==> config.mk <==
export PLATFORM = sky130hd
export DESIGN_NAME = mem_ctrl_flat
export DESIGN_NICKNAME = d
export VERILOG_FILES = /design/src/rtl/cpu_pkg.sv /design/src/rtl/mem_ctrl_if.sv /design/src/rtl/mem_ctrl.sv /design/src/flat_wrapper.sv
export SDC_FILE = /design/constraint.sdc
export NUM_CORES = 1
export LEC_CHECK = 0
export ABC_AREA = 1
export CELL_PAD_IN_SITES_DETAIL_PLACEMENT = 1
export CELL_PAD_IN_SITES_GLOBAL_PLACEMENT = 1
export CORE_ASPECT_RATIO = 1.25
export CORE_MARGIN = 1
export CORE_UTILIZATION = 31
export DETAILED_ROUTE_END_ITERATION = 10
export PLACE_DENSITY = 0.91
export SLEW_MARGIN = 0
export SYNTH_ARGS = -nofsm -noshare
export SYNTH_HDL_FRONTEND = slang
export SYNTH_SLANG_ARGS = --single-unit
==> constraint.sdc <==
create_clock -name clk -period 2.8 [get_ports clk]
set_input_delay 0.84 -clock clk [delete_from_list [all_inputs] [get_ports clk]]
set_output_delay 0.84 -clock clk [all_outputs]
set_load 0.01 [all_outputs]
==> src/rtl/cpu_pkg.sv <==
// cpu_pkg -- shared definitions for the memory controller slice.
//   ADDR_W_DEF  : default word-address width (512-word memory)
//   TIMEOUT_DEF : default number of REQ cycles tolerated without mem_ack
//   state_t     : memory-controller FSM state encoding
package cpu_pkg;

  localparam int ADDR_W_DEF  = 9;
  localparam int TIMEOUT_DEF = 16;

  typedef enum logic [1:0] {
    S_IDLE = 2'd0,
    S_REQ  = 2'd1,
    S_DONE = 2'd2,
    S_ERR  = 2'd3
  } state_t;

endpackage

==> src/rtl/mem_ctrl_if.sv <==
// mem_ctrl_if -- request/acknowledge bus between the controller and memory.
//   mem_req   : request, held until ack or timeout (controller -> memory)
//   mem_we    : 1 = write, 0 = read, valid while mem_req
//   mem_addr  : word address
//   mem_wdata : write data
//   mem_ack   : completion (memory -> controller)
//   mem_rdata : read data, valid in the mem_ack cycle
// Modports: master = controller side, slave = memory side.
interface mem_ctrl_if
  import cpu_pkg::*;
#(
  parameter int ADDR_W = ADDR_W_DEF
) ();

  logic              mem_req;
  logic              mem_we;
  logic [ADDR_W-1:0] mem_addr;
  logic [31:0]       mem_wdata;
  logic              mem_ack;
  logic [31:0]       mem_rdata;

  modport master (
    output mem_req, mem_we, mem_addr, mem_wdata,
    input  mem_ack, mem_rdata
  );

  modport slave (
    input  mem_req, mem_we, mem_addr, mem_wdata,
    output mem_ack, mem_rdata
  );

endinterface

==> src/rtl/mem_ctrl.sv <==
// mem_ctrl -- single-access memory controller between the CPU control unit
// and a request/ack word memory.
//   clk      : sole clock, rising edge
//   clr      : asynchronous active-low reset
//   Read     : start-read strobe (sampled in IDLE only)
//   Write    : start-write strobe (sampled in IDLE only)
//   addr     : word address from MAR
//   wdata    : write data from MDR
//   MdataIn  : read data to MDR; changes only on a successful read
//   done     : one-cycle completion pulse (success or error)
//   busy     : high whenever not IDLE
//   err      : one-cycle error pulse, coincident with done
//   mem      : memory bus (mem_ctrl_if.master)
// An access that addresses beyond the memory, or a Read+Write collision,
// goes straight to ERR without touching the memory bus.
module mem_ctrl
  import cpu_pkg::*;
#(
  parameter int ADDR_W  = ADDR_W_DEF,
  parameter int TIMEOUT = TIMEOUT_DEF
) (
  input  logic        clk,
  input  logic        clr,
  input  logic        Read,
  input  logic        Write,
  input  logic [31:0] addr,
  input  logic [31:0] wdata,
  output logic [31:0] MdataIn,
  output logic        done,
  output logic        busy,
  output logic        err,
  mem_ctrl_if.master  mem
);

  // Last REQ cycle index (counter counts ack-less REQ cycles already spent).
  localparam logic [4:0] TO_LAST = 5'(TIMEOUT - 1);

  state_t     state, state_nx;
  logic       op_we;
  logic [4:0] to_cnt;
  logic       start, collide, oor;

  assign start   = Read ^ Write;
  assign collide = Read & Write;
  assign oor     = |(addr >> ADDR_W);

  always_ff @(posedge clk or negedge clr) begin
    if (!clr) state <= S_IDLE;
    else      state <= state_nx;
  end

  always_comb begin
    state_nx    = state;
    done        = 1'b0;
    err         = 1'b0;
    busy        = 1'b1;
    mem.mem_req = 1'b0;
    mem.mem_we  = 1'b0;
    case (state)
      S_IDLE: begin
        busy = 1'b0;
        if (collide)    state_nx = S_ERR;
        else if (start) state_nx = oor ? S_ERR : S_REQ;
      end
      S_REQ: begin
        mem.mem_req = 1'b1;
        mem.mem_we  = op_we;
        // ack in the final allowed cycle still wins over the timeout
        if (mem.mem_ack)            state_nx = S_DONE;
        else if (to_cnt == TO_LAST) state_nx = S_ERR;
      end
      S_DONE: begin
        done     = 1'b1;
        state_nx = S_IDLE;
      end
      S_ERR: begin
        done     = 1'b1;
        err      = 1'b1;
        state_nx = S_IDLE;
      end
      default: state_nx = S_IDLE;
    endcase
  end

  // Request latch, timeout counter and read-data capture.
  always_ff @(posedge clk or negedge clr) begin
    if (!clr) begin
      MdataIn       <= '0;
      mem.mem_addr  <= '0;
      mem.mem_wdata <= '0;
      op_we         <= 1'b0;
      to_cnt        <= '0;
    end else begin
      if (state == S_IDLE && start) begin
        mem.mem_addr  <= addr[ADDR_W-1:0];
        mem.mem_wdata <= wdata;
        op_we         <= Write;
        to_cnt        <= '0;
      end
      if (state == S_REQ) begin
        if (mem.mem_ack) begin
          if (!op_we) MdataIn <= mem.mem_rdata;
        end else begin
          to_cnt <= to_cnt + 5'd1;
        end
      end
    end
  end

endmodule
==> src/flat_wrapper.sv <==
// flat-port wrapper written by rule: the top's interface ports become plain ports
module mem_ctrl_flat import cpu_pkg::*;
#(
  parameter int ADDR_W  = ADDR_W_DEF,
  parameter int TIMEOUT = TIMEOUT_DEF
)
  (clk, clr, Read, Write, addr, wdata, MdataIn, done, busy, err, mem_mem_req, mem_mem_we, mem_mem_addr, mem_mem_wdata, mem_mem_ack, mem_mem_rdata);
  mem_ctrl_if #(.ADDR_W(ADDR_W)) mem_i ();
  input  logic clk;
  input  logic clr;
  input  logic Read;
  input  logic Write;
  input  logic [31:0] addr;
  input  logic [31:0] wdata;
  output logic [31:0] MdataIn;
  output logic done;
  output logic busy;
  output logic err;
  output wire logic [$bits(mem_i.mem_req)-1:0] mem_mem_req;
  output wire logic [$bits(mem_i.mem_we)-1:0] mem_mem_we;
  output wire logic [$bits(mem_i.mem_addr)-1:0] mem_mem_addr;
  output wire logic [$bits(mem_i.mem_wdata)-1:0] mem_mem_wdata;
  input wire logic [$bits(mem_i.mem_ack)-1:0] mem_mem_ack;
  input wire logic [$bits(mem_i.mem_rdata)-1:0] mem_mem_rdata;
  assign mem_mem_req = mem_i.mem_req;
  assign mem_mem_we = mem_i.mem_we;
  assign mem_mem_addr = mem_i.mem_addr;
  assign mem_mem_wdata = mem_i.mem_wdata;
  assign mem_i.mem_ack = mem_mem_ack;
  assign mem_i.mem_rdata = mem_mem_rdata;
  mem_ctrl #(.ADDR_W(ADDR_W), .TIMEOUT(TIMEOUT)) u_core (.clk(clk), .clr(clr), .Read(Read), .Write(Write), .addr(addr), .wdata(wdata), .MdataIn(MdataIn), .done(done), .busy(busy), .err(err), .mem(mem_i));
endmodule
# ---- Yosys cells after proc, flatten, opt, wreduce, memory -nomap -nowiden
# Cells that the tools add are included.
dict set report classes {
  addsub 1
  n_eq_ne 6
  mux 14
  bitwise 3
  reduce_logical 6
}
# op n
set ops {}
lappend ops {{23-bit OR reduction} 1}
lappend ops {{5-bit 2-to-1 mux} 3}
lappend ops {{2-bit 2-to-1 mux} 5}
lappend ops {{2-bit case mux with 3 select lines} 1}
lappend ops {{5-bit by 1-bit adder with 5-bit output, second input constant} 1}
lappend ops {{5-bit by 4-bit == test with 1-bit output, second input constant} 1}
lappend ops {{1-bit 2-to-1 mux} 5}
lappend ops {{2-bit == test, second input constant} 2}
lappend ops {{3-bit by 1-bit != test with 1-bit output, second input constant} 1}
lappend ops {{3-bit by 2-bit != test with 1-bit output, second input constant} 1}
lappend ops {{3-bit AND reduction} 1}
lappend ops {{2-bit by 1-bit == test with 1-bit output, second input constant} 1}
lappend ops {{2-bit zero test} 1}
lappend ops {{2-bit AND reduction} 1}
lappend ops {{2-bit OR reduction} 1}
lappend ops {{1-bit AND} 1}
lappend ops {{1-bit logical AND} 1}
lappend ops {{1-bit NOT} 1}
lappend ops {{1-bit bitwise XOR} 1}
dict set report word_totals {
  reg_bits 81
  input_bits 101
  out_inout_bits 78
}

# ---- Depth between registers and ports, before layout
# Gate-level depths: netlist of run 1.
dict set report logic_depth {
  ltp_word 5
  depth_mapped 7
  ltp_nobuf 7
}

# ---- Worst setup path before layout of run 1
# Ideal clock, no wire load.
dict set report synth_path {
  path_kind {input to register}
  from {in Read}
  to {reg u_core.mem.mem_wdata[11]}
  setup_ns 0.117
  arrival_time_ns 1.758
  path_slack_ns 0.925
  path_stages 7
  n_path_buf 3
  path_cell_list {ha_1 -> clkbuf_1 -> nand2_1 -> buf_4 -> buf_6 -> nand2_1 -> nand2_1}
}
dict set report synth_between {
  elab_chain_len 2
}
# item line_no
set synth_lines {}
lappend synth_lines {{from (decl)} flat_wrapper.sv:11} ;# input logic Read;
lappend synth_lines {{1-bit bitwise XOR} mem_ctrl.sv:43} ;# assign start = Read ^ Write;
lappend synth_lines {{1-bit logical AND} mem_ctrl.sv:94} ;# if (state == S_IDLE && start) begin
lappend synth_lines {{to (signal assigned)} mem_ctrl.sv:96} ;# mem.mem_wdata <= wdata;
lappend synth_lines {{to (decl)} mem_ctrl_if.sv:23} ;# output mem_req, mem_we, mem_addr, mem_wdata,
# Every way passes these cells.
# A chain may end at the register's enable or synchronous reset.

# ---- Worst setup path after layout of run 1
dict set report layout_path {
  from {reg u_core.state[1]}
  to {out mem_mem_we}
}
dict set report layout_between {
  elab_chain_len 2
}
# item line_no
set layout_lines {}
lappend layout_lines {{from (decl)} mem_ctrl.sv:38} ;# state_t state, state_nx;
lappend layout_lines {{from (signal assigned)} mem_ctrl.sv:49} ;# else state <= state_nx;
lappend layout_lines {{2-bit by 1-bit == test with 1-bit output} mem_ctrl.sv:59} ;# case (state)
lappend layout_lines {{1-bit 2-to-1 mux} mem_ctrl.sv:59}
lappend layout_lines {{to (decl)} flat_wrapper.sv:20} ;# output wire logic [$bits(mem_i.mem_we)-1:0] mem_mem_we;
# Every way passes these cells.

==> results of run 1 <==
==> kinds of logic (layout without fill, tap and decap cells) <==
family / Yosys count / after routing / synth area share [%]
XOR/XNOR: 1 / 1 / 0.246
AO/OA/AOI/OAI: 39 / 39 / 8.87
adder cells (fa/ha/maj): 3 / 3 / 1.06
buffers and inverters: 62 / 241 / 8.48
flip-flops: 81 / 81 / 57.0
AND/OR/NAND/NOR: 203 / 203 / 24.3
==> registers in the layout, indices dropped and copies added (netlist names) <==
name and cells:
u_core.MdataIn 32, u_core.mem.mem_wdata 32, u_core.mem.mem_addr 9, u_core.to_cnt 5
u_core.state 2, u_core.op_we 1
==> final cells by class <==
class	instances	area share, %
clock inverters	5	1.34
repair buffers	184	32.3
inverters	41	2.71
well taps	135	2.93
clock buffers	11	4.38
flip-flops and latches	81	35.1
multi-input cells	246	21.3
==> through the flow <==
step	setup slack, ns	power, mW
6_report	0.337	5.94
5_1_grt	0.212	6.31
4_1_cts	0.319	6.03
3_5_place_dp	0.495	4.70
3_3_place_gp	0.508	4.54
2_1_floorplan	0.925	3.16
==> layout by cell type (no fill, tap or decap), drive strengths merged <==
cell type,count
o21ai,38
and2,1
clkinvlp,1
clkdlybuf4s50,177
buf,7
a21oi,1
nand2,130
clkinv,2
and3,2
clkbuf,11
xnor2,1
inv,41
ha,3
or2,1
bufinv,2
nor2,22
nand3,47
dfrtp,81
==> cell usage after synthesis (all sizes together) <==
cell type,number
ha,3
xnor2,1
inv,41
o21ai,38
clkbuf,10
and2,1
nand2,130
or2,1
nand3,47
nor2,22
and3,2
buf,11
dfrtp,81
a21oi,1
==> per-layer routing <==
metal	up-vias	track usage, %
met3	20	3.90
met5	-	0
li1	1552	-
met2	107	36.3
met4	0	8.81
met1	1555	20.8
==> power by group <==
part | switching [mW] | internal [mW] | total [mW]
Clock | 0.462 | 0.826 | 1.29
Combinational | 1.25 | 1.36 | 2.61
Sequential | 0.348 | 1.70 | 2.04
Total | 2.06 | 3.88 | 5.94
==> worst max path at each step <==
stage	endpoint	start	cells after the start
floorplan	u_core.mem.mem_wdata[11]	Read	7
global route	mem_mem_we	u_core.state[1]	4
finish	mem_mem_we	u_core.state[1]	4
global placement	u_core.state[0]	Read	7
detailed placement	u_core.to_cnt[1]	Read	6
CTS	mem_mem_we	u_core.state[1]	4
==> worst max-delay path, cell delays in order (launching register included) <==
cell and delay [ns]:
dfrtp_1 0.44, inv_1 0.13, nand2_4 0.08, nor2_1 0.10, clkdlybuf4s50_1 0.54
==> summary.md, run 1 <==
| Metric | Value |
|---|---|
| Via density | 4.60 |
| Count of final setup violators | 0 |
| Inserted Clock Buffers | 9 |
| Global-route wire length before repair | between 15 and 20 mm |
| Hold path start | u_core.mem.mem_addr[4] |
| Violated checks | design-rule violations |
| Root Driver | clkbuf_16 |
| # diodes | 0 |
| RSZ-0062 raised after global routing | false |
| Reg clk slew, reported paths | 0.06 ns |
| Synthesized cell area | 3560 µm² |
| Type of origin of the critical path | flop |
| Design Area, Final | roughly 5800 µm² |
| Met3 wire len | 537 µm |
| Hold_ws | between 0.4 and 0.5 ns |
| Hold Path End | u_core.mem.mem_addr[4] |
| Worst hold stages | 2 |
| Critical R2R Launch | u_core.state[1] |
| Placed cell area | 5440 µm² |
| Starting Density | roughly a third |
| Clock Latency Late Sink | 0.34 ns |
| WL/cell | 15.9 µm |
| Routed Antenna Nets | 0 |
| Total core area | about 11000 µm² |
| PD cells | 1030 nW/µm² |
| Number of detailed-route iterations in the first pass | 7 |
| Critical path class | reg -> out |
| Drt first-iter violations | 116 |
| R2R setup slack | about 1.1 ns |
| Worst VDD drop | about 0.42 mV |
| Setup TNS | 0 ns |
| Die outline width | 97.8 µm |
| GPL Wtd Cong | 0.718 |
| Crit Path Max Fanout | 4 |
| # placed instances | 687 |
| Layout Cells excl Fill | between 700 and 800 |
| H-tree depth reported by CTS | 3 |
| Post-CTS Setup Bufs | 0 |
| Post-cts hold buffer count | 0 |
| Syn Inst Count | 389 |
| WL met1 | roughly 4.2 mm |
| Top-area cell type share of the netlist area | 57.0% |
| # IOs | 179 |
| Synth Net Count | 493 |
| Layout Area Growth over Synthesis | 62.3% |
| DR top layer | met4 |
| Tcrit/Tclk final | approximately 88% |
| Final Hold Fails | 0 |
| Met2 WL | 6.11 mm |
| RR Endpoint | u_core.to_cnt[2] |
| Max-slew violation count | 0 |
| Crit. End Element | output port |
| Die Area | approximately 12000 µm² |
| Rows | 43 |
| CTS tree | done |
| Leakage | 2.76 nW |
| FILL cells | 1259 |
| Drt total wl | about 11 mm |
| Grt ovf | 0 |
| Seq/Total Area, Yosys | between 50 and 60% |
| Initial antenna violation count | 0 |
| Yosys top cell by area | dfrtp_1 |
| Vias in the first global route | roughly 3500 |
| GR Util All Layers | 19.3% |
| Worst-margin pin slew | 0.580 ns |
| Post-DP HPWL | approximately 8.4 mm |
| Slew HR | 61.3% |
| # DRC | 21 |
| Largest net degree at the start of global routing | 65 |
| Skew final | 0.00694 ns |
| Min Tclk post-route | between 2 and 2.5 ns |
| Die Ht | 122 µm |
| Synth warn | 0 |
| Max-cap violations | 0 |
| Nets | 667 |
| Status | finished, violations left |
| CTS resizes | 0 |
| Sequential cell area | 2030 µm² |
| Num Clock Sinks | 81 |
| Crit path required time | 1.96 ns |
| IO Port Bufs | between 150 and 200 |
| Fmax | ~410 MHz |
| Class of the worst hold path | reg -> reg |
| FF+latch count, synth | 81 |
| Layout cells sized above 1 | 10.7% |
| CTS Buffer Depth | 2 |
| Post-synth cell types | 21 |
| Area of the multi-input gates | between 1000 and 1500 µm² |
| R2R cell count | 6 |
| Via count | 3234 |
| Synth area leaders | dfrtp_1, nand2_1, o21ai_2 |
| Post-Route Utilization | 51.8% |
| Critical Path AT | 1.62 ns |
| Avg Cell Area, Syn | 9.14 µm² |
Power figures use the tool's default switching activity.
==> run 2, diff against run 1 <==
Settings changed: RECOVER_POWER set to 25.
==> run 2 against run 1 <==
- the flow still finishes with violations (design-rule violations)
- final cell count is the same
- combinational power about the same
- clock skew hardly changed
- global-route usage did not move
- register-to-register slack is essentially flat
- die area unchanged
- fmax barely moved
- critical path type unchanged
- largest cell class unchanged
- highest routed layer unchanged
==> summary.md, run 2 (synthesis results as in run 1) <==
| Metric | Value |
|---|---|
| Status | finished, violations left (unchanged) |
| Violated checks | design-rule violations (unchanged) |
| Leakage | 2.75 nW (was 2.76 nW) |
| Inserted Clock Buffers | 9 (unchanged) |
| Clock Latency Late Sink | 0.34 ns (about the same) |
| RSZ-0062 raised after global routing | false (unchanged) |
| Die Area | 11900 µm² (unchanged) |
| Post-CTS Setup Bufs | 0 (unchanged) |
| Nets | 667 (unchanged) |
| Layout Area Growth over Synthesis | 61.8% (was 62.3%) |
| Rows | 43 (unchanged) |
| Num Clock Sinks | 81 (unchanged) |
| Pre-CTS setup slack | 0.495 ns (unchanged) |
| Max-slew violation count | 0 (unchanged) |
| Largest net degree at the start of global routing | 65 (unchanged) |
| CTS resizes | 0 (unchanged) |
| GPL Wtd Cong | 0.718 (unchanged) |
| Die Ht | 122 µm (unchanged) |
| Root Driver | clkbuf_16 (unchanged) |
| Grt ovf | 0 (unchanged) |
| CTS tree | done (unchanged) |
| Crit. End Element | output port (unchanged) |
| Post-Route Utilization | 51.7% (was 51.8%) |
| Most common library cell in the layout ignoring fill and taps | clkdlybuf4s50_1 (unchanged) |
| Commonest non-fill, non-tap cells in the layout | clkdlybuf4s50_1, nand2_1, dfrtp_1 (unchanged) |
| Reg clk slew, reported paths | 0.06 ns (about the same) |
| # DRC | 21 (unchanged) |
| H-tree depth reported by CTS | 3 (unchanged) |
| Type of origin of the critical path | flop (unchanged) |
| Crit path required time | 1.96 ns (about the same) |
| Global-route wire length before repair | 17.7 mm (unchanged) |
| Via count | 3240 (was 3234) |
| Setup WS post-layout | 0.337 ns (about the same) |
| FILL cells | 1259 (unchanged) |
| Count of final setup violators | 0 (unchanged) |
| Worst VDD drop | 0.423 mV (about the same) |
| Fmax | 406 MHz (about the same) |
| Worst-margin pin slew | 1.09 ns (was 0.580 ns) |
| Class of the worst hold path | reg -> reg (unchanged) |
| # diodes | 0 (unchanged) |
| Critical path class | reg -> out (unchanged) |
| PD cells | 1030 nW/µm² (about the same) |
| Via density | 4.61 (was 4.60) |
| Slew HR | 27.2% (was 61.3%) |
| Starting Density | 31.9% (unchanged) |
| Total core area | 11100 µm² (unchanged) |
| Min Tclk post-route | 2.46 ns (about the same) |
| Drt first-iter violations | 121 (was 116) |
| IO Port Bufs | 178 (unchanged) |
| WL/cell | 15.9 µm (about the same) |
| Routed Antenna Nets | 0 (unchanged) |
| R2R setup slack | 1.08 ns (about the same) |
| GR Util All Layers | 19.3% (unchanged) |
| Layout cells sized above 1 | 10.7% (unchanged) |
| Skew final | 0.00700 ns (was 0.00694 ns) |
| CTS Buffer Depth | 2 (unchanged) |
| Post-cts hold buffer count | 0 (unchanged) |
| Post-DP HPWL | 8.40 mm (unchanged) |
| Drt total wl | 11.2 mm (about the same) |
| Max-cap violations | 0 (unchanged) |
| Vias in the first global route | 3490 (unchanged) |
| Setup TNS | 0 ns (unchanged) |
| Final Hold Fails | 0 (unchanged) |
| Critical Path AT | 1.62 ns (about the same) |
| Regs by FF count | u_core.MdataIn x32, u_core.mem.mem_wdata x32, u_core.mem.mem_addr x9 (unchanged) |
| Die outline width | 97.8 µm (unchanged) |
| # IOs | 179 (unchanged) |
| Crit Path Max Fanout | 4 (unchanged) |
| Number of detailed-route iterations in the first pass | 7 (unchanged) |
| Tcrit/Tclk final | 88.0% (was 87.9%) |
| Initial antenna violation count | 0 (unchanged) |
## run 2: cell count changes in the layout (fill, tap and decap cells not counted), sizes merged
| cell | delta |
|---|---|
| buf | -2 |
| clkbuf | +2 |
## run 2: path summary, 6_finish.rpt
path / start / end / cells past startpoint
max: u_core.state[1] / mem_mem_we / 4
min: u_core.mem.mem_addr[4] / u_core.mem.mem_addr[4] / 2
max reg2reg: u_core.state[1] / u_core.to_cnt[2] / 6
min reg2reg: u_core.mem.mem_addr[4] / u_core.mem.mem_addr[4] / 2
max in group asynchronous: clr / u_core.MdataIn[26] / 2
min in group asynchronous: clr / u_core.MdataIn[0] / 1
## run 2: final cells by class
| cell class | count | area (µm²) | area share (%) |
|---|---|---|---|
| inverters | 41 | 156 | 2.72 |
| flip-flops and latches | 81 | 2030 | 35.2 |
| multi-input cells | 246 | 1230 | 21.3 |
| clock buffers | 11 | 253 | 4.39 |
| clock inverters | 5 | 77.6 | 1.35 |
| well taps | 135 | 169 | 2.94 |
| repair buffers | 184 | 1840 | 32.1 |
## run 2: stage by stage
stage          hold WS [ns]  instances  cell area (µm²)  total power, mW
2_1_floorplan         0.450        389             3560             3.16
3_3_place_gp          0.457        687             5440             4.54
3_5_place_dp          0.459        687             5440             4.70
4_1_cts               0.472        703             5770             6.03
5_1_grt               0.502        703             5750             6.30
6_report              0.469        703             5750             5.94
## run 2: worst max-delay path: stages (launching register included)
cell	delay [ns]
dfrtp_1	0.44
inv_1	0.13
nand2_4	0.08
nor2_1	0.10
clkdlybuf4s50_1	0.54
## run 2: per-layer routing
| metal | vias up | part of all wire (%) | global-route usage (%) |
|---|---|---|---|
| li1 | 1552 | - | - |
| met1 | 1555 | 37 | 20.8 |
| met2 | 113 | 55 | 36.3 |
| met3 | 20 | 4.9 | 3.90 |
| met4 | 0 | 3.0 | 8.81 |
| met5 | - | 0 | 0 |
## run 2: power by group
part	internal (mW)	switching [mW]
sequential	1.70	0.349
combinational	1.36	1.25
clock	0.826	0.462
total	3.88	2.06
==> run 3, diff against run 2 <==
Settings changed: HOLD_SLACK_MARGIN set to 0.15.
==> results of run 3 <==
Same layout as run 2: the final DEF is identical, and so are final timing and power.
